===== src/rtl/sfp_pkg.sv =====
// sfp_pkg: shared constants and state encodings for the SFP RX word aligner.
package sfp_pkg;
  localparam logic [7:0] K28_5 = 8'hBC;
  localparam int LANE_W = 2;
  typedef enum logic [1:0] {
    SEARCH = 2'd0,
    CHECK  = 2'd1,
    LOCKED = 2'd2
  } align_state_e;
endpackage


===== src/rtl/sfp_comma_detect.sv =====
// sfp_comma_detect: flags a word carrying exactly one K byte equal to COMMA_BYTE and reports its lane.
//   in  rx_data[31:0], rx_charisk[3:0]
//   out comma_vld, comma_lane[1:0]
module sfp_comma_detect
  import sfp_pkg::*;
#(
  parameter logic [7:0] COMMA_BYTE = K28_5
) (
  input  logic [31:0]       rx_data,
  input  logic [3:0]        rx_charisk,
  output logic              comma_vld,
  output logic [LANE_W-1:0] comma_lane
);
  always_comb begin
    comma_vld  = 1'b0;
    comma_lane = '0;
    for (int i = 0; i < 4; i++)
      if (rx_charisk == 4'(1 << i) && rx_data[8*i +: 8] == COMMA_BYTE) begin
        comma_vld  = 1'b1;
        comma_lane = LANE_W'(i);
      end
  end
endmodule


===== src/rtl/sfp_rx_word_align.sv =====
// sfp_rx_word_align: finds the comma lane, qualifies lock and rotates RX words so commas exit on byte 0.
//   in  rx_clk, rx_rst_n (async, active low), rx_data[31:0], rx_charisk[3:0], rx_code_err[3:0]
//   out rx_data_align[31:0], rx_charisk_align[3:0], align_locked, align_offset[1:0],
//       realign_cnt[15:0], code_err_cnt[15:0]
//   SFP_ALIGN_STAT_EN: defined enables the saturating statistics counters, otherwise they read 0.
module sfp_rx_word_align
  import sfp_pkg::*;
#(
  parameter logic [7:0] COMMA_BYTE = K28_5,
  parameter int LOCK_CNT   = 4,
  parameter int UNLOCK_CNT = 4,
  parameter int CNT_W      = 4
) (
  input  logic        rx_clk,
  input  logic        rx_rst_n,
  input  logic [31:0] rx_data,
  input  logic [3:0]  rx_charisk,
  input  logic [3:0]  rx_code_err,
  output logic [31:0] rx_data_align,
  output logic [3:0]  rx_charisk_align,
  output logic        align_locked,
  output logic [1:0]  align_offset,
  output logic [15:0] realign_cnt,
  output logic [15:0] code_err_cnt
);
  localparam logic [CNT_W-1:0] ONE = CNT_W'(1);
  logic              comma_vld;
  logic [LANE_W-1:0] comma_lane;
  logic              err;
  align_state_e      state_q, state_d;
  logic [LANE_W-1:0] cand_q, cand_d, off_q, off_d;
  logic [CNT_W-1:0]  cnt_q, cnt_d, bad_q, bad_d;
  logic [31:0]       prev_data_q, data_q, data_d, rot_data;
  logic [3:0]        prev_k_q, k_q, k_d, rot_k;
  logic              locked_q, locked_d;

  sfp_comma_detect #(.COMMA_BYTE(COMMA_BYTE)) u_det (
    .rx_data    (rx_data),
    .rx_charisk (rx_charisk),
    .comma_vld  (comma_vld),
    .comma_lane (comma_lane)
  );

  assign err = |rx_code_err;

  always_comb begin
    state_d = state_q;
    cand_d  = cand_q;
    cnt_d   = cnt_q;
    bad_d   = bad_q;
    off_d   = off_q;
    case (state_q)
      SEARCH: if (comma_vld) begin
        cand_d  = comma_lane;
        cnt_d   = ONE;
        state_d = (LOCK_CNT == 1) ? LOCKED : CHECK;
        off_d   = (LOCK_CNT == 1) ? comma_lane : off_q;
      end
      CHECK: if (err) begin
        state_d = SEARCH;
        cnt_d   = '0;
      end else if (comma_vld && comma_lane == cand_q) begin
        cnt_d   = cnt_q + ONE;
        state_d = (cnt_q + ONE == CNT_W'(LOCK_CNT)) ? LOCKED : CHECK;
        off_d   = (cnt_q + ONE == CNT_W'(LOCK_CNT)) ? cand_q : off_q;
      end else if (comma_vld) begin
        cand_d = comma_lane;
        cnt_d  = ONE;
      end
      LOCKED: if (err || (comma_vld && comma_lane != off_q)) begin
        // A wrong-lane comma and a code error in the same word are one bad event.
        state_d = (bad_q + ONE == CNT_W'(UNLOCK_CNT)) ? SEARCH : LOCKED;
        bad_d   = (bad_q + ONE == CNT_W'(UNLOCK_CNT)) ? '0 : bad_q + ONE;
      end else if (comma_vld) begin
        bad_d = '0;
      end
      default: state_d = SEARCH;
    endcase
  end

  // Window {rx_data, prev} shifted down by k bytes; top byte of rx_data never reaches the output.
  always_comb begin
    rot_data = off_q == 2'd0 ? prev_data_q :
               off_q == 2'd1 ? {rx_data[7:0],  prev_data_q[31:8]}  :
               off_q == 2'd2 ? {rx_data[15:0], prev_data_q[31:16]} :
                               {rx_data[23:0], prev_data_q[31:24]};
    rot_k    = off_q == 2'd0 ? prev_k_q :
               off_q == 2'd1 ? {rx_charisk[0],   prev_k_q[3:1]} :
               off_q == 2'd2 ? {rx_charisk[1:0], prev_k_q[3:2]} :
                               {rx_charisk[2:0], prev_k_q[3]};
    locked_d = state_q == LOCKED;
    data_d   = locked_d ? rot_data : '0;
    k_d      = locked_d ? rot_k : '0;
  end

  always_ff @(posedge rx_clk or negedge rx_rst_n)
    if (!rx_rst_n) begin
      state_q     <= SEARCH;
      cand_q      <= '0;
      off_q       <= '0;
      cnt_q       <= '0;
      bad_q       <= '0;
      prev_data_q <= '0;
      prev_k_q    <= '0;
      data_q      <= '0;
      k_q         <= '0;
      locked_q    <= 1'b0;
    end else begin
      state_q     <= state_d;
      cand_q      <= cand_d;
      off_q       <= off_d;
      cnt_q       <= cnt_d;
      bad_q       <= bad_d;
      prev_data_q <= rx_data;
      prev_k_q    <= rx_charisk;
      data_q      <= data_d;
      k_q         <= k_d;
      locked_q    <= locked_d;
    end

  assign rx_data_align    = data_q;
  assign rx_charisk_align = k_q;
  assign align_locked     = locked_q;
  assign align_offset     = off_q;

`ifdef SFP_ALIGN_STAT_EN
  logic [15:0] realign_q, realign_d, code_err_q, code_err_d;
  always_comb begin
    realign_d  = (state_q == LOCKED && state_d == SEARCH && realign_q != 16'hFFFF) ?
                 realign_q + 16'd1 : realign_q;
    code_err_d = (err && code_err_q != 16'hFFFF) ? code_err_q + 16'd1 : code_err_q;
  end
  always_ff @(posedge rx_clk or negedge rx_rst_n)
    if (!rx_rst_n) begin
      realign_q  <= '0;
      code_err_q <= '0;
    end else begin
      realign_q  <= realign_d;
      code_err_q <= code_err_d;
    end
  assign realign_cnt  = realign_q;
  assign code_err_cnt = code_err_q;
`else
  assign realign_cnt  = '0;
  assign code_err_cnt = '0;
`endif
endmodule

===== config.mk =====
export PLATFORM = sky130hd
export DESIGN_NAME = sfp_rx_word_align
export DESIGN_NICKNAME = d
export VERILOG_FILES = /design/src/rtl/sfp_pkg.sv /design/src/rtl/sfp_comma_detect.sv /design/src/rtl/sfp_rx_word_align.sv
export SDC_FILE = /design/constraint.sdc
export NUM_CORES = 1
export LEC_CHECK = 0
export CAP_MARGIN = 20
export CORE_AREA = 5 5 99 101
export DETAILED_ROUTE_END_ITERATION = 8
export DIE_AREA = 0 0 104 106
export GPL_TIMING_DRIVEN = 0
export PLACE_DENSITY_LB_ADDON = 0.1
export SLEW_MARGIN = 20
export SYNTH_ARGS = -nofsm -noshare
export SYNTH_HDL_FRONTEND = slang
export SYNTH_HIERARCHICAL = 1
export SYNTH_SLANG_ARGS = --single-unit
export TNS_END_PERCENT = 50

===== constraint.sdc =====
create_clock -name rx_clk -period 2.2 [get_ports rx_clk]
set_input_delay 0.44 -clock rx_clk [delete_from_list [all_inputs] [get_ports rx_clk]]
set_output_delay 0.44 -clock rx_clk [all_outputs]
set_load 0.03 [all_outputs]

* Word-level counts from Yosys, hierarchy flattened *
Cells that the tools add are included.

storage, ports and cells
  register bits after elaboration = 87
  input port bits = 42
  output and inout bits = 71
  word-level logic and storage cells = 83

operators by class
  add/sub/neg operators = 2
  equality and inequality tests = 21
  multiplexer cells = 33
  bitwise operators = 1
  reductions and logical operators = 16

operator list
  kind                                                                    count
  32-bit 2-to-1 mux                                                       4
  4-bit 2-to-1 mux                                                        10
  8-bit equality test (second input constant)                             4
  2-bit 2-to-1 mux                                                        11
  4-bit by 3-bit equality test with 1-bit output (second input constant)  3
  4-bit by 1-bit adder with 4-bit output (second input constant)          2
  4-bit one-hot mux with 2 select lines                                   1
  1-bit logical AND                                                       6
  2-bit != test (second input constant)                                   3
  2-bit one-hot mux with 3 select lines                                   1
  3-bit AND reduction                                                     2
  1-bit 2-to-1 mux                                                        5
  2-bit by 1-bit equality test with 1-bit output (second input constant)  2
  2-bit equality test (second input constant)                             2
  4-bit by 1-bit equality test with 1-bit output (second input constant)  1
  4-bit by 2-bit equality test with 1-bit output (second input constant)  1
  4-bit equality test (second input constant)                             1
  2-bit logical NOT                                                       2
  2-bit one-hot mux with 2 select lines                                   1
  4-bit AND reduction                                                     1
  2-bit nonzero test                                                      2
  4-bit OR reduction                                                      1
  3-bit != test (second input constant)                                   1
  2-bit equality test                                                     1
  5 further kinds                                                         5

* Depth between registers and ports, before layout *
  word-level depth = 10
  depth in mapped cells = 8
  depth with buffers taken out = 7

* Hierarchy *
Netlist, hierarchy kept.

modules (own cells, without submodules)
  module             instances  cells an instance  area an instance (sq um)  seq. area each (sq um)
  sfp_rx_word_align  1          272                3,982.6                   2,177.1
  sfp_comma_detect   1          19                 163.9                     0.0

* Least setup slack after synthesis *
OpenSTA, ideal clock, no wires.

  path type = input-to-reg
  start = input port rx_data[25]
  end = register off_q[0] (netlist: align_offset[0])
  setup time = 0.125 ns
  arrival time = 1.913 ns
  data required time = 2.075 ns
  path slack = 0.163 ns
  cell stages on the path = 7
  path buffers = 1
  path through = nor4bb_1 > nand3_1 > nand4_1 > clkbuf_1 > and4bb_2 > nand3_1 > mux2_2

on the way
  elaborated cells between the ends (all ways) = 7
  classes of those cells = 2 x eq/ne; 2 x mux; 3 x reduce/logical

RTL lines
  item                           line                      RTL
  from (decl)                    sfp_rx_word_align.sv:16   input logic [31:0] rx_data,
  8-bit equality test            sfp_comma_detect.sv:18    if (rx_charisk == 4'(1 << i) && rx_data[8*i +: 8] == COMMA_BYTE) begin
  1-bit logical AND              sfp_comma_detect.sv:18
  1-bit 2-to-1 mux               sfp_comma_detect.sv:18
  via comma_vld                  sfp_rx_word_align.sv:27   logic comma_vld;
  1-bit logical AND              sfp_rx_word_align.sv:62   end else if (comma_vld && comma_lane == cand_q) begin
  4-bit AND reduction (no line)  n/a
  to (signal assigned)           sfp_rx_word_align.sv:100  off_q <= '0;
  to (signal assigned)           sfp_rx_word_align.sv:111  off_q <= off_d;
  to (decl)                      sfp_rx_word_align.sv:31   logic [LANE_W-1:0] cand_q, cand_d, off_q, off_d;

The timed path passes the listed nets, and every way through them passes these cells.
A chain may end at the register's enable or synchronous reset.

* Worst setup path after layout *
  start = input port rx_data[9]
  end = register off_q[0] (netlist: align_offset[0])

on the way
  cells in the longest elaborated chain, start to end = 8
  elaborated cells between the ends (all ways) = 11
  classes of those cells = 2 x eq/ne; 6 x mux; 3 x reduce/logical

RTL lines
  item                            line                     RTL
  8-bit equality test             sfp_comma_detect.sv:18
  1-bit logical AND               sfp_comma_detect.sv:18
  1-bit 2-to-1 mux                sfp_comma_detect.sv:18
  2-bit 2-to-1 mux (2 in series)  sfp_comma_detect.sv:18
  via comma_lane[0]               sfp_rx_word_align.sv:28  logic [LANE_W-1:0] comma_lane;
  2-bit equality test             sfp_rx_word_align.sv:62
  1-bit logical AND               sfp_rx_word_align.sv:62
  4-bit AND reduction (no line)   n/a

The timed path passes the listed nets, and every way through them passes these cells.

==> out/results.txt <==
relative slew slack = 0.5202
Synth Area in XOR/XNOR = 0.008449
DR vias = 2774
Worst path slowest cell = clkdlybuf4s50_1
vias in the first global route = 2905
status = complete, no violations
GRT Total Usage = 0.1773
Final Hold Viols = 0
row cnt = 35
r2r worst-path depth = 4
CTS root buffer = clkbuf_8
crit-path cells = clkdlybuf4s50_1 > nor4b_2 > nand3_1 > nand2_2 > xor2_2 > and4bb_2 > nand3_2 > mux2_2
TritonCTS Buffers = 9
hold path start = rx_data[27]
die height = 106 um
worst vdd ir = 286.4 uV
CP required = 2.45 ns
Worst Path Arrival = 2.40 ns
synth unique cells = 46
PD cells = 592.4 nW/um^2
TritonCTS Sinks = 87
largest family of logic cells by synthesized area = multiplexers
post-synthesis adder-cell area fraction = 0.006035
DR iter-0 viols = 85
Synth Area in Compound Gates = 0.03621
die area = 11020 um^2
Synth Instances = 291
dominant synthesized flop cell = dfrtp_1
syn_area_per_cell = 14.25 um^2
routability cong. = 0.8437
Final Cycle Share = 0.9798
Synth top area share = 0.5250
fin crit period = 2.156 ns
initial antenna violation count = 0
Nets = 463
Max Fclk = 463.9 MHz
Critical Path Start Type = input pin
largest net degree at the start of global routing = 61
reg-to-reg slack, setup = 0.29 ns
critical path's top delay family = simple AND/OR/NAND/NOR gates
Max-Cap Viols = 0
H-tree depth = 3
sequential share of the synthesized area = 0.5250
DRT Pass-1 Iters = 4
Reg-to-Reg Start = align_offset[1]
Core Region = 8934 um^2
DRT antenna net count = 0
IO buf count = 80
Initial Util = 0.4641
Remaining DRCs = 0
Worst Max-Slew Pin Slew = 0.7132 ns
Crit Path Max Fanout = 4
TritonCTS clock tree = done
fin. max-slew vios = 0
most common cell in the synthesized netlist = dfrtp_1
hpwl dp = 6987 um
Clock Path Buffers = 2
worst skew pair latency = 0.35 ns
Hold WC Path Type = in -> reg
multiplexer share of the synthesized area = 0.2064
commonest cells in the netlist = dfrtp_1, and2_1, mux4_2, buf_4, nand2_1
first-pass GRT wire length = 15550 um
Area contributors post-synth = dfrtp_1, mux4_2, buf_4
Die X = 104 um
io pins = 113
routed vias/inst = 5.185
Crit path largest cell delay = 0.51 ns
Finished Layout Cells = 535
share of cells above drive strength 1 = 0.2807
Area Growth Syn to Fin = 35.15%
Detailed Route WL = 9442 um
Clock Skew = 0.01061 ns
setup TNS = 0 ns
placed instance count = 514
Setup Slack @ Placement = -0.7932 ns
WS Path Type = in -> reg
Worst-path clk slew = 0.09 ns
Yosys reg bits = 87
Cell Area, Synth = 4146 um^2
final worst slack = 0.04435 ns
# setup viols final = 0
simple-gate portion of the synthesized area = 0.1376
Crit. End Element = flip-flop
Post-synth EDFFs = 0
WL/cell = 17.65 um
R2R Path End = rx_data_align[27]
leakage power = 2.500 nW
Post-synth ARST share = 1.000
Hold Path Depth = 1
number of warnings issued by yosys = 6
total gr overflow = 0
WHS Endpoint = prev_data_q[27]
most area-hungry cell type in the Yosys netlist = dfrtp_1
WP buf/inv = 1
diode count = 0
[power by group]
group	total [mW]	internal, mW	switching (mW)
logic	0.338	0.163	0.175
clock network	1.32	0.758	0.564
registers	1.66	1.63	0.0258
total	3.32	2.56	0.765
[registers in the layout, summed over array words and instances, names as in the netlist, 4 cells and up]
register,flops
rx_charisk_align,4
prev_k_q,4
cnt_q,4
prev_data_q,32
rx_data_align,32
bad_q,4
[repair_timing]
action | 4_1_cts | 5_1_grt
pin swaps | 3 | 7
setup endpoints to repair | 12 | 3
hold buffers | 1 | 0
resized for setup | 16 | 10
setup buffers | 4 | 1
endpoints found under the hold margin | 6 | 0
[cell families after synthesis]
family                   after synthesis
XOR/XNOR                               4
other                                  1
adder cells (fa/ha/maj)                2
flip-flops                            87
multiplexers                          40
AND/OR/NAND/NOR                       87
buffers and inverters                 50
AO/OA/AOI/OAI                         20
[how the worst max path moves through the flow]
stage / start / to / slack (ns) / depth (start not counted)
3_5_place_dp: rx_charisk[2] / align_offset[0] / -0.79 / 8
4_1_cts: rx_data[18] / align_offset[0] / 0.006 / 8
6_report: rx_data[9] / align_offset[0] / 0.04 / 8
3_3_place_gp: rx_rst_n / align_locked / -2.37 / 1
5_1_grt: rx_data[15] / align_offset[1] / -0.009 / 8
2_1_floorplan: rx_data[25] / align_offset[0] / 0.16 / 7
[final cells by class]
| cell class | count | area, um^2 |
|---|---|---|
| timing repair buffer | 87 | 874.6 |
| buffer | 45 | 310.3 |
| inverter | 4 | 15.01 |
| tap | 111 | 138.9 |
| clock buffer | 11 | 131.4 |
| fill | 702 | 3329 |
| clock inverter | 5 | 106.4 |
| sequential | 87 | 2177 |
| multi-input combinational | 185 | 1851 |
[per-layer routing]
metal | share of wire | track usage | wire length, um | up-vias
met3 | 0.047 | 0.03643 | 440 | 10
li1 | - | - | - | 1257
met5 | 0 | 0 | 0 | -
met2 | 0.54 | 0.2987 | 5083 | 77
met1 | 0.40 | 0.2334 | 3817 | 1430
met4 | 0.011 | 0.05273 | 100 | 0
[metrics by stage]
step           utilization  hold WS, ns  instance area (um^2)  power (mW)
3_5_place_dp        0.5852       0.3889                  5228       2.025
6_report            0.6273       0.2749                  5604       3.320
2_1_floorplan            -       0.1444                  4263       1.864
3_3_place_gp        0.5824       0.5195                  5202       2.016
4_1_cts             0.6207       0.4169                  5545       3.338
5_1_grt             0.6273       0.2640                  5604       3.452
[placed cells by master, fill, tap and decap left out, types with 5 or more instances in the layout]
cell type and instances:
dfrtp_1 87, mux4_2 36, dlygate4sd2_1 7, and2_1 36, nand3_1 7, nand2_1 9, clkdlybuf4s50_1 68, buf_4 41
conb_1 32, a21oi_1 5, clkbuf_8 9, clkbuf_1 6
Note: power is estimated with default switching activity, not from simulation.
